==> config.mk <==
export PLATFORM = sky130hd
export DESIGN_NAME = riscv_decode_stage
export DESIGN_NICKNAME = d
export VERILOG_FILES = /design/src/rtl/riscv_decode_stage.sv
export SDC_FILE = /design/constraint.sdc
export NUM_CORES = 1
export LEC_CHECK = 0
export BUFFER_PORTS_ARGS = -buffer_cell sky130_fd_sc_hd__buf_4
export CORE_MARGIN = 2
export CORE_UTILIZATION = 59
export CTS_CLUSTER_SIZE = 10
export DETAILED_ROUTE_END_ITERATION = 6
export GPL_TIMING_DRIVEN = 0
export PLACE_DENSITY = 0.85
export SYNTH_ARGS = -nofsm -noshare
export SYNTH_HDL_FRONTEND = slang
export SYNTH_SLANG_ARGS = --single-unit
==> constraint.sdc <==
create_clock -name clk -period 3.25 [get_ports clk]
set_input_delay 0.1625 -clock clk [delete_from_list [all_inputs] [get_ports clk]]
set_output_delay 0.1625 -clock clk [all_outputs]
set_load 0.02 [all_outputs]
==> src/rtl/riscv_decode_stage.sv <==
// riscv_decode_stage
//   Registered RV32I decode stage between fetch and execute. An {pc, instr}
//   pair accepted on the input handshake is decoded combinationally and
//   registered, and it appears on the outputs one cycle later. With SKID=1 a
//   second register absorbs one entry under backpressure, so in_ready comes
//   straight from a flop. A synchronous flush drops every held entry and any
//   entry presented in the same cycle.
// Ports
//   clk, resetn        clock, asynchronous active-low reset
//   flush              drop held entries and the entry presented this cycle
//   in_valid/in_ready  upstream handshake carrying in_instr / in_pc
//   out_valid/out_ready downstream handshake
//   out_pc             pc of the decoded entry
//   out_flags          one-hot {SYSTEM,Store,Load,LUI,AUIPC,JAL,JALR,Branch,ALUimm,ALUreg}
//   out_rs1/rs2/rd     raw register-id slices of the instruction
//   out_funct3/funct7  raw funct slices of the instruction
//   out_imm            sign-extended immediate selected by instruction type
//   out_illegal        opcode not recognised
module riscv_decode_stage #(
    parameter int PC_WIDTH = 32,
    parameter bit SKID     = 1'b1
) (
    input  logic                clk,
    input  logic                resetn,
    input  logic                flush,
    input  logic                in_valid,
    output logic                in_ready,
    input  logic [31:0]         in_instr,
    input  logic [PC_WIDTH-1:0] in_pc,
    output logic                out_valid,
    input  logic                out_ready,
    output logic [PC_WIDTH-1:0] out_pc,
    output logic [9:0]          out_flags,
    output logic [4:0]          out_rs1,
    output logic [4:0]          out_rs2,
    output logic [4:0]          out_rd,
    output logic [2:0]          out_funct3,
    output logic [6:0]          out_funct7,
    output logic [31:0]         out_imm,
    output logic                out_illegal
);

    // Decoded entry. Opcode bits are not kept: flags/illegal replace them.
    typedef struct packed {
        logic [PC_WIDTH-1:0] pc;
        logic [31:7]         instr;
        logic [9:0]          flags;
        logic [31:0]         imm;
        logic                illegal;
    } entry_t;

    function automatic entry_t decode(input logic [PC_WIDTH-1:0] pc, input logic [31:0] i);
        entry_t e;
        e.pc      = pc;
        e.instr   = i[31:7];
        e.flags   = '0;
        e.imm     = '0;
        e.illegal = 1'b0;
        case (i[6:0])
            7'b0110011: e.flags[0] = 1'b1;                                   // ALUreg, no imm
            7'b0010011: begin e.flags[1] = 1'b1; e.imm = {{21{i[31]}}, i[30:20]}; end
            7'b1100011: begin e.flags[2] = 1'b1; e.imm = {{20{i[31]}}, i[7], i[30:25], i[11:8], 1'b0}; end
            7'b1100111: begin e.flags[3] = 1'b1; e.imm = {{21{i[31]}}, i[30:20]}; end
            7'b1101111: begin e.flags[4] = 1'b1; e.imm = {{12{i[31]}}, i[19:12], i[20], i[30:21], 1'b0}; end
            7'b0010111: begin e.flags[5] = 1'b1; e.imm = {i[31:12], 12'b0}; end
            7'b0110111: begin e.flags[6] = 1'b1; e.imm = {i[31:12], 12'b0}; end
            7'b0000011: begin e.flags[7] = 1'b1; e.imm = {{21{i[31]}}, i[30:20]}; end
            7'b0100011: begin e.flags[8] = 1'b1; e.imm = {{21{i[31]}}, i[30:25], i[11:7]}; end
            7'b1110011: begin e.flags[9] = 1'b1; e.imm = {{21{i[31]}}, i[30:20]}; end
            default:    e.illegal = 1'b1;
        endcase
        return e;
    endfunction

    entry_t out_q, out_d;
    entry_t skid_q, skid_d;
    logic   out_valid_q, out_valid_d;
    logic   skid_full_q, skid_full_d;
    entry_t in_entry;
    logic   accept;
    logic   drain;

    always_comb begin
        in_entry = decode(in_pc, in_instr);
        if (SKID) begin
            in_ready = !skid_full_q;
        end else begin
            in_ready = !out_valid_q || out_ready;
        end
        accept = in_valid && in_ready;
        drain  = out_valid_q && out_ready;
    end

    always_comb begin
        out_d       = out_q;
        out_valid_d = out_valid_q;
        skid_d      = skid_q;
        skid_full_d = skid_full_q;
        if (flush) begin
            // Flush wins over everything; a same-cycle accept is silently dropped.
            out_valid_d = 1'b0;
            skid_full_d = 1'b0;
        end else if (SKID) begin
            if (!out_valid_q || drain) begin
                // Output slot frees up: the older skid entry goes first. in_ready
                // is low while the skid is full, so no accept can collide here.
                if (skid_full_q) begin
                    out_d       = skid_q;
                    out_valid_d = 1'b1;
                    skid_full_d = 1'b0;
                end else if (accept) begin
                    out_d       = in_entry;
                    out_valid_d = 1'b1;
                end else begin
                    out_valid_d = 1'b0;
                end
            end else if (accept) begin
                skid_d      = in_entry;
                skid_full_d = 1'b1;
            end
        end else begin
            if (accept) begin
                out_d       = in_entry;
                out_valid_d = 1'b1;
            end else if (drain) begin
                out_valid_d = 1'b0;
            end
        end
    end

    always_ff @(posedge clk or negedge resetn) begin
        if (!resetn) begin
            out_q       <= '0;
            skid_q      <= '0;
            out_valid_q <= 1'b0;
            skid_full_q <= 1'b0;
        end else begin
            out_q       <= out_d;
            skid_q      <= skid_d;
            out_valid_q <= out_valid_d;
            skid_full_q <= skid_full_d;
        end
    end

    assign out_valid   = out_valid_q;
    assign out_pc      = out_q.pc;
    assign out_flags   = out_q.flags;
    assign out_rs1     = out_q.instr[19:15];
    assign out_rs2     = out_q.instr[24:20];
    assign out_rd      = out_q.instr[11:7];
    assign out_funct3  = out_q.instr[14:12];
    assign out_funct7  = out_q.instr[31:25];
    assign out_imm     = out_q.imm;
    assign out_illegal = out_q.illegal;

endmodule
# Word level (Yosys, flattened, before mapping)
# Cells that the tools add are included.
# classes
eq_ne	10
muxes	21
n_bitwise	2
n_reduce_logical	13
# op_table
operator	n
$mux 100	2
$pmux 32 s5	1
$eq 7x7->1 const B	4
$eq 7x6->1 const B	3
$mux 1	18
$eq 7x5->1 const B	2
$reduce_or 10->1	1
$eq 7x2->1 const B	1
$reduce_and 3->1	2
$reduce_bool 2->1	2
$reduce_or 4->1	1
$reduce_bool 3->1	1
$logic_and 1x1->1	2
$logic_not 1->1	2
$not 1->1	2
$reduce_or 2->1	1
$logic_or 1x1->1	1
# totals
ff_bits	202
output_inout_bits	102
word_cells	58

# Longest topological paths before layout
# Gate-level depths: netlist of the first run.
# logic_depth
depth_word	6
ltp_mapped	9

# Worst setup path before layout of the first run
# No wires, ideal clock.
# synth_timing
kind	register to register
from	register out_valid_q (netlist: out_valid)
to	register out_q (netlist bit out_imm[2])
setup_ns	0.128
t_arrival_ns	1.775
slack_ns	1.347
stages_incl_launch_ff	9
path_buffers	4
period_less_slack_ns	1.903
cell_sequence	dfrtp_1 -> nor2b_1 -> or3_1 -> buf_2 -> buf_6 -> buf_6 -> buf_6 -> a221oi_1 -> o2bb2ai_1
# synth_between
elab_chain_len	3
word_cells_on_any_way	4
cone_classes	reduce/logical (4)
# synth_rtl
element	line	text
from (decl)	77	logic out_valid_q, out_valid_d;
from (signal assigned)	140	out_valid_q <= out_valid_d;
$logic_not 1->1 or $logic_and 1x1->1 (tied branches)	104, 91	
$logic_or 1x1->1 *	104	if (!out_valid_q || drain) begin
$reduce_and 3->1 (no line) *	--	
to (signal assigned)	138	out_q <= out_d;
to (decl)	75	entry_t out_q, out_d;
# Mark *: on every way between the ends. The rest lies on a longest branch, timed or not.
# A chain may end at the register's enable or synchronous reset.

# Worst setup path after layout of the first run
# layout_timing
from	register out_valid_q (netlist: out_valid)
to	register out_q (netlist bit out_flags[6])
# Same word-level chain as after synthesis.

==> results of run 1 <==
layout by cell type (no fill, tap or decap), types with 15 or more instances in the layout:
master         count
buf_2             17
dlygate4sd3_1     61
nor2_1            39
nand2_1          274
o21ai_0           93
clkbuf_1          41
dfrtp_1          202
and3_1            15
clkbuf_16         24
buf_4            170
a21oi_1           55
mux2i_1           57
critical path, cell delays in order (launching register included):
cell and delay (ps):
dfrtp_1 390, nor2b_1 170, nor3_1 660, clkbuf_1 450
buf_2 340, o211ai_1 130, o21a_1 130
worst paths after layout:
path,start,end,slack [ps],depth (start not counted)
max,out_valid,out_flags[6],860,6
min,in_valid,skid_full_q,9,3
min in group asynchronous,resetn,skid_q[62],240,2
min reg2reg,skid_q[63],skid_q[63],470,2
max reg2reg,out_valid,out_flags[6],860,6
max in group asynchronous,resetn,out_flags[3],2040,3
registers in the layout, summed over array words and instances (netlist names), 5 cells and up:
name,count
out_rs1,5
out_rs2,5
out_imm,32
out_funct7,7
out_rd,5
out_flags,10
skid_q,100
out_pc,32
report_power, final:
part | switching (mW) | internal (mW)
logic | 0.769 | 0.544
clock network | 0.973 | 1.33
registers | 0.240 | 2.90
total | 1.98 | 4.78
metal layers:
metal  GRT usage  part of all wire  vias up
met5           0                 0        -
met4      0.1338             0.040        0
met3     0.05523             0.083       86
met2      0.5679              0.49      491
met1      0.4590              0.39     4046
li1            -                 -     3621
cell type report:
cell class	instances	area, um2	area share
plain buffers	67	299.0	0.02591
clock buffers	26	618.1	0.05354
clock inverters	2	23.77	0.002059
inverters	5	18.77	0.001626
multi-input cells	637	3377	0.2925
flip-flops and latches	202	5055	0.4379
well taps	184	230.2	0.01994
repair buffers	232	1922	0.1665
cell families after synthesis:
family | Yosys count
mux | 57
simple gates | 377
xor+xnor | 1
buf+inv | 72
compound gates | 202
flops | 202
==> results by group, run 1 <==
Status
  • Status: complete, no violations

Yosys
  • Main flop type after synthesis: dfrtp_1
  • Post-synth top area cell: dfrtp_1
  • Yosys cell types: 45
  • Mapped Area: around 0.0087 mm2
  • Largest family of logic cells by synthesized area: simple AND/OR/NAND/NOR gates
  • Yosys reg bits: 202
  • FFs w/ async S/R, synth: 1.000
  • Synth Instances: 911
  • Mux contribution to synthesized area: 0.06521
  • Synth Area in Compound Gates: 0.1367
  • Sequential share of the synthesized area: 0.5777
  • Synth Area in Simple Gates: 0.1830
  • Post-Synth Adder-Cell Area: 0
  • Post-Synth XOR/XNOR Area: 0.001001
  • Post-Syn Area per Cell: about 9.6 um2
  • Synth top cells by count: nand2_1 (274), dfrtp_1 (202), o21ai_0 (93), mux2i_1 (57), a21oi_1 (55)
  • Top-count cell post-synth: nand2_1
  • Synth Warn #: 0
  • Post-synth EDFFs: 0
  • Most area-consuming cells after synthesis: dfrtp_1 (58%), nand2_1 (12%), mux2i_1 (6.5%)
  • Share of the synthesized area in the top cell type: 0.5777
  • Syn nets: a little under 1000

Layout
  • Final net count: between 1000 and 1500
  • Fin util: 0.7942
  • Design Area, Final: approximately 0.012 mm2
  • Share of cells above drive strength 1: 0.1930
  • Layout fillers: 962
  • Area Growth Syn to Fin: 31.93%
  • Ant. Diodes: 0
  • Final Non-Filler Cells: between 1000 and 1500

Routing
  • Iter 0 DRT Violations: about 900
  • First-pass DRT Iterations: 6
  • Final wirelength: roughly 27000 um
  • Detailed-route via count: roughly 8200
  • Vias per inst: around 6.1
  • DRT antenna net count: 0
  • Avg WL per Cell: 20.02 um
  • Drc violations: 0

Placement
  • Placed inst area: a little over 0.01 mm2
  • Dpl hpwl: ~17000 um
  • Port Buf Inserts: 170
  • Pre-CTS setup slack: approximately 950 ps
  • Global placement routability congestion: approximately 0.93
  • Placed cells: ~1300

Clocking
  • H-tree Lvls: 1
  • Root Buffer: clkbuf_16
  • Post-CTS Setup Inserts: 0
  • Inserted Clock Buffers: 24
  • Clock Sinks: approximately 200
  • Worst skew pair latency: 520 ps
  • CTS Hold Bufs: 61
  • Clock buffer depth: 3
  • TritonCTS clock tree: done
  • Post-CTS Resized: 0
  • Clk pin slew, worst setup/hold paths: roughly 50 ps

Floorplanning
  • Initial Utilization: 0.6020
  • Die area: between 0.015 and 0.02 mm2
  • Core ar.: 0.01453 mm2
  • Cell Rows: 44
  • Chip Width: around 130 um
  • DIE HEIGHT: roughly 130 um
  • I/O pins: 171

Global route
  • Initial antenna violation count: 0
  • Total gr overflow: 0
  • Overall Global Routing Usage: 0.3423
  • Vias in the first global route: about 8200
  • First-pass GRT wire length: between 40000 and 50000 um
  • Largest net degree at the start of global routing: 109

Min path
  • Hold crit path type: input port to flip-flop

Critical path
  • CP max FO: 10
  • Crit Path Class: flip-flop to flip-flop
  • Startpoint class of the critical path: flip-flop
  • Crit. End Element: flip-flop
  • CP required: 3640 ps
  • Crit path DAT: roughly 2800 ps

Timing
  • Final hold slack: slightly below 9 ps
  • Final setup margin: about 860 ps
  • Final Hold Viols: 0
  • Min Tclk post-route: between 2000 and 2500 ps
  • Slew HR: 0.3275
  • Final worst-path cycle share: 0.7356
  • Sum Neg Setup Slack: 0 ps
  • Fmax: about 420 MHz
  • Final setup violation count: 0
  • Worst slew pin tran: between 1000 and 1500 ps
  • Post-Route Skew: 25.78 ps
  • RSZ-0062 raised after global routing: false
  • Max-slew violations: 0

Pwr
  • PwrDens: 585.8 mW/mm2
  • Peak supply drop: around 0.43 mV
  • Total power draw: about 6.8 mW
  • LEAKAGE: 5.481 nW

Flow run
  • Max-cap viol count: 0
No activity file was read; power rests on OpenSTA's default activity.
==> run 2, diff against run 1 <==
- CORE_UTILIZATION: 59 -> 50
- PLACE_DENSITY: 0.85 -> 0.76
- clock period: 3.25 -> 1.95 ns (I/O delays scaled with it)
==> results by group, run 2 (synthesis results as in run 1) <==
Pwr
  • Part of the power in registers: 0.462
  • LEAKAGE: about 5.6 nW
  • Sw power: 3.276 mW
  • Int Power: roughly 8.0 mW
  • PwrDens: about 950 mW/mm2
  • Gate power share: 0.194
  • Total power draw: ~11 mW
  • Peak supply drop: 0.6936 mV
  • Net Sw Frac: 0.2896
  • Clock network power share: 0.344

Timing
  • Final setup violation count: 0
  • Slew HR: 0.5977
  • Final hold slack: around 58 ps
  • Sum Neg Setup Slack: 0 ps
  • Worst slew pin tran: 603.5 ps
  • Final Hold Viols: 0
  • Fmax: roughly 530 MHz
  • Min Tclk post-route: approximately 1900 ps
  • Post-Route Skew: approximately 24 ps
  • Final worst-path cycle share: 0.9632
  • Max-slew violations: 0

Routing
  • Final wirelength: 26100 um
  • Iter 0 DRT Violations: ~700
  • Detailed-route via count: about 7900
  • First-pass DRT Iterations: 5
  • Avg WL per Cell: 18.52 um
  • Drc violations: 0
  • Vias per inst: between 5 and 6
  • DRT antenna net count: 0

Floorplanning
  • I/O pins: between 150 and 200
  • Chip Width: ~140 um
  • Initial Utilization: 0.5094
  • Core ar.: about 0.017 mm2
  • Cell Rows: 48
  • Die area: ~0.019 mm2
  • DIE HEIGHT: 136.3 um

Placement
  • Dpl hpwl: 17140 um
  • Placed inst area: a little over 0.01 mm2
  • Port Buf Inserts: 170
  • Global placement routability congestion: just over 0.9

Critical path
  • R2R setup slack: 70 ps
  • Crit path DAT: around 2300 ps
  • End of the worst register-to-register path: out_imm[29]
  • CP max FO: 10
  • Crit Path Class: flip-flop to flip-flop
  • Cell Chain, Critical Path: nor2b_4 > or3_1 > buf_6 > buf_6 > buf_8 > or3_4 > o21ai_2 > a21oi_1
  • Reg2reg path depth: 8
  • Critical path's slowest cell: dfrtp_1
  • CP required: roughly 2400 ps
  • Crit. End Element: flip-flop
  • CP dominant cell by count: buf_6
  • Worst flop-to-flop path startpoint: out_valid
  • Crit path largest cell delay: slightly below 400 ps
  • Startpoint class of the critical path: flip-flop

Clocking
  • Root Buffer: clkbuf_16
  • H-tree Lvls: 1
  • Inserted Clock Buffers: 24
  • Clock buffer depth: 3
  • Worst skew pair latency: 530 ps
  • Clock Sinks: 202
  • Clk pin slew, worst setup/hold paths: 50 ps
  • TritonCTS clock tree: done

Min path
  • Hold_sp: in_instr[6]
  • Hold crit path type: input port to flip-flop
  • Hold Path Sink: skid_q[41]
  • Hold depth: 3

Layout
  • Ant. Diodes: 0
  • Design Area, Final: 0.01188 mm2
  • Final net count: roughly 1200
  • Largest register FFs: 100
  • Most common cell after layout, fill and taps aside: nand2_1
  • Area Growth Syn to Fin: 35.74%
  • Share of cells above drive strength 1: 0.2247
  • Fin util: 0.6914
  • Most frequent cells in the layout: nand2_1 (274), dfrtp_1 (202), buf_4 (177)
  • Most flop-heavy register: skid_q

Flow run
  • Max-cap viol count: 0

Status
  • Status: complete, no violations

Global route
  • Largest net degree at the start of global routing: 73
  • Initial antenna violation count: 0
  • Overall Global Routing Usage: 0.2809
  • Vias in the first global route: 7776
  • Total gr overflow: 0
  • First-pass GRT wire length: between 40000 and 50000 um
[run 2: layout make-up]
cell class | count | area [um2]
fill | 1357 | 5300
inverter | 5 | 18.77
timing repair buffer | 242 | 2032
clock inverter | 1 | 16.27
multi-input combinational | 637 | 3470
sequential | 202 | 5055
buffer | 66 | 366.6
clock buffer | 31 | 636.9
tap | 225 | 281.5
[run 2: worst max-delay path by stage]
stage                startpoint      endpoint  cells after the start
finish                out_valid   out_imm[29]                      8
global route          out_valid   out_imm[28]                      8
CTS                 skid_full_q    out_pc[27]                      9
detailed placement    out_valid  out_flags[6]                      6
global placement         resetn    skid_q[62]                      1
floorplan             out_valid    out_imm[2]                      8
[run 2: power by group through the flow]
| stage | Combinational (mW) | Clock, mW | Sequential, mW |
|---|---|---|---|
| 2_1_floorplan | 0.720 | 0 | 5.55 |
| 3_3_place_gp | 1.97 | 0 | 5.24 |
| 3_5_place_dp | 2.04 | 0 | 5.27 |
| 4_1_cts | 2.18 | 3.94 | 5.21 |
| 5_1_grt | 2.40 | 4.10 | 5.28 |
| 6_report | 2.19 | 3.89 | 5.23 |
[run 2: worst max-delay path: cells and delay by family (launching register included)]
family | cells | cell delay (ps)
AOI/OAI and AO/OA | 2 | 120
buffers and inverters | 3 | 420
DFF | 1 | 390
and+or+nand+nor | 3 | 830
[run 2: through the flow]
| step | setup WS (ps) | instances |
|---|---|---|
| after CTS | -1.118 | 1407 |
| after detailed placement | -435.2 | 1308 |
| after floorplan | 46.73 | 911 |
| after global placement | -626.3 | 1306 |
| final | 71.72 | 1409 |
| after global routing | -10.82 | 1409 |
[run 2: what timing repair did]
action / 4_1_cts / 5_1_grt
endpoints found under the setup margin: 186 / 159
hold endpoints to repair: 332 / 0
gates resized for setup: 30 / 43
pin swaps: 1 / 1
setup buffers: 1 / 2
hold buffers: 67 / 0
[run 2: per-layer routing]
layer,up-vias,wire length [um],global-route usage
li1,3630,-,-
met1,3844,10750,0.3833
met2,345,12530,0.4534
met3,76,1903,0.04586
met4,0,920,0.1065
met5,-,0,0
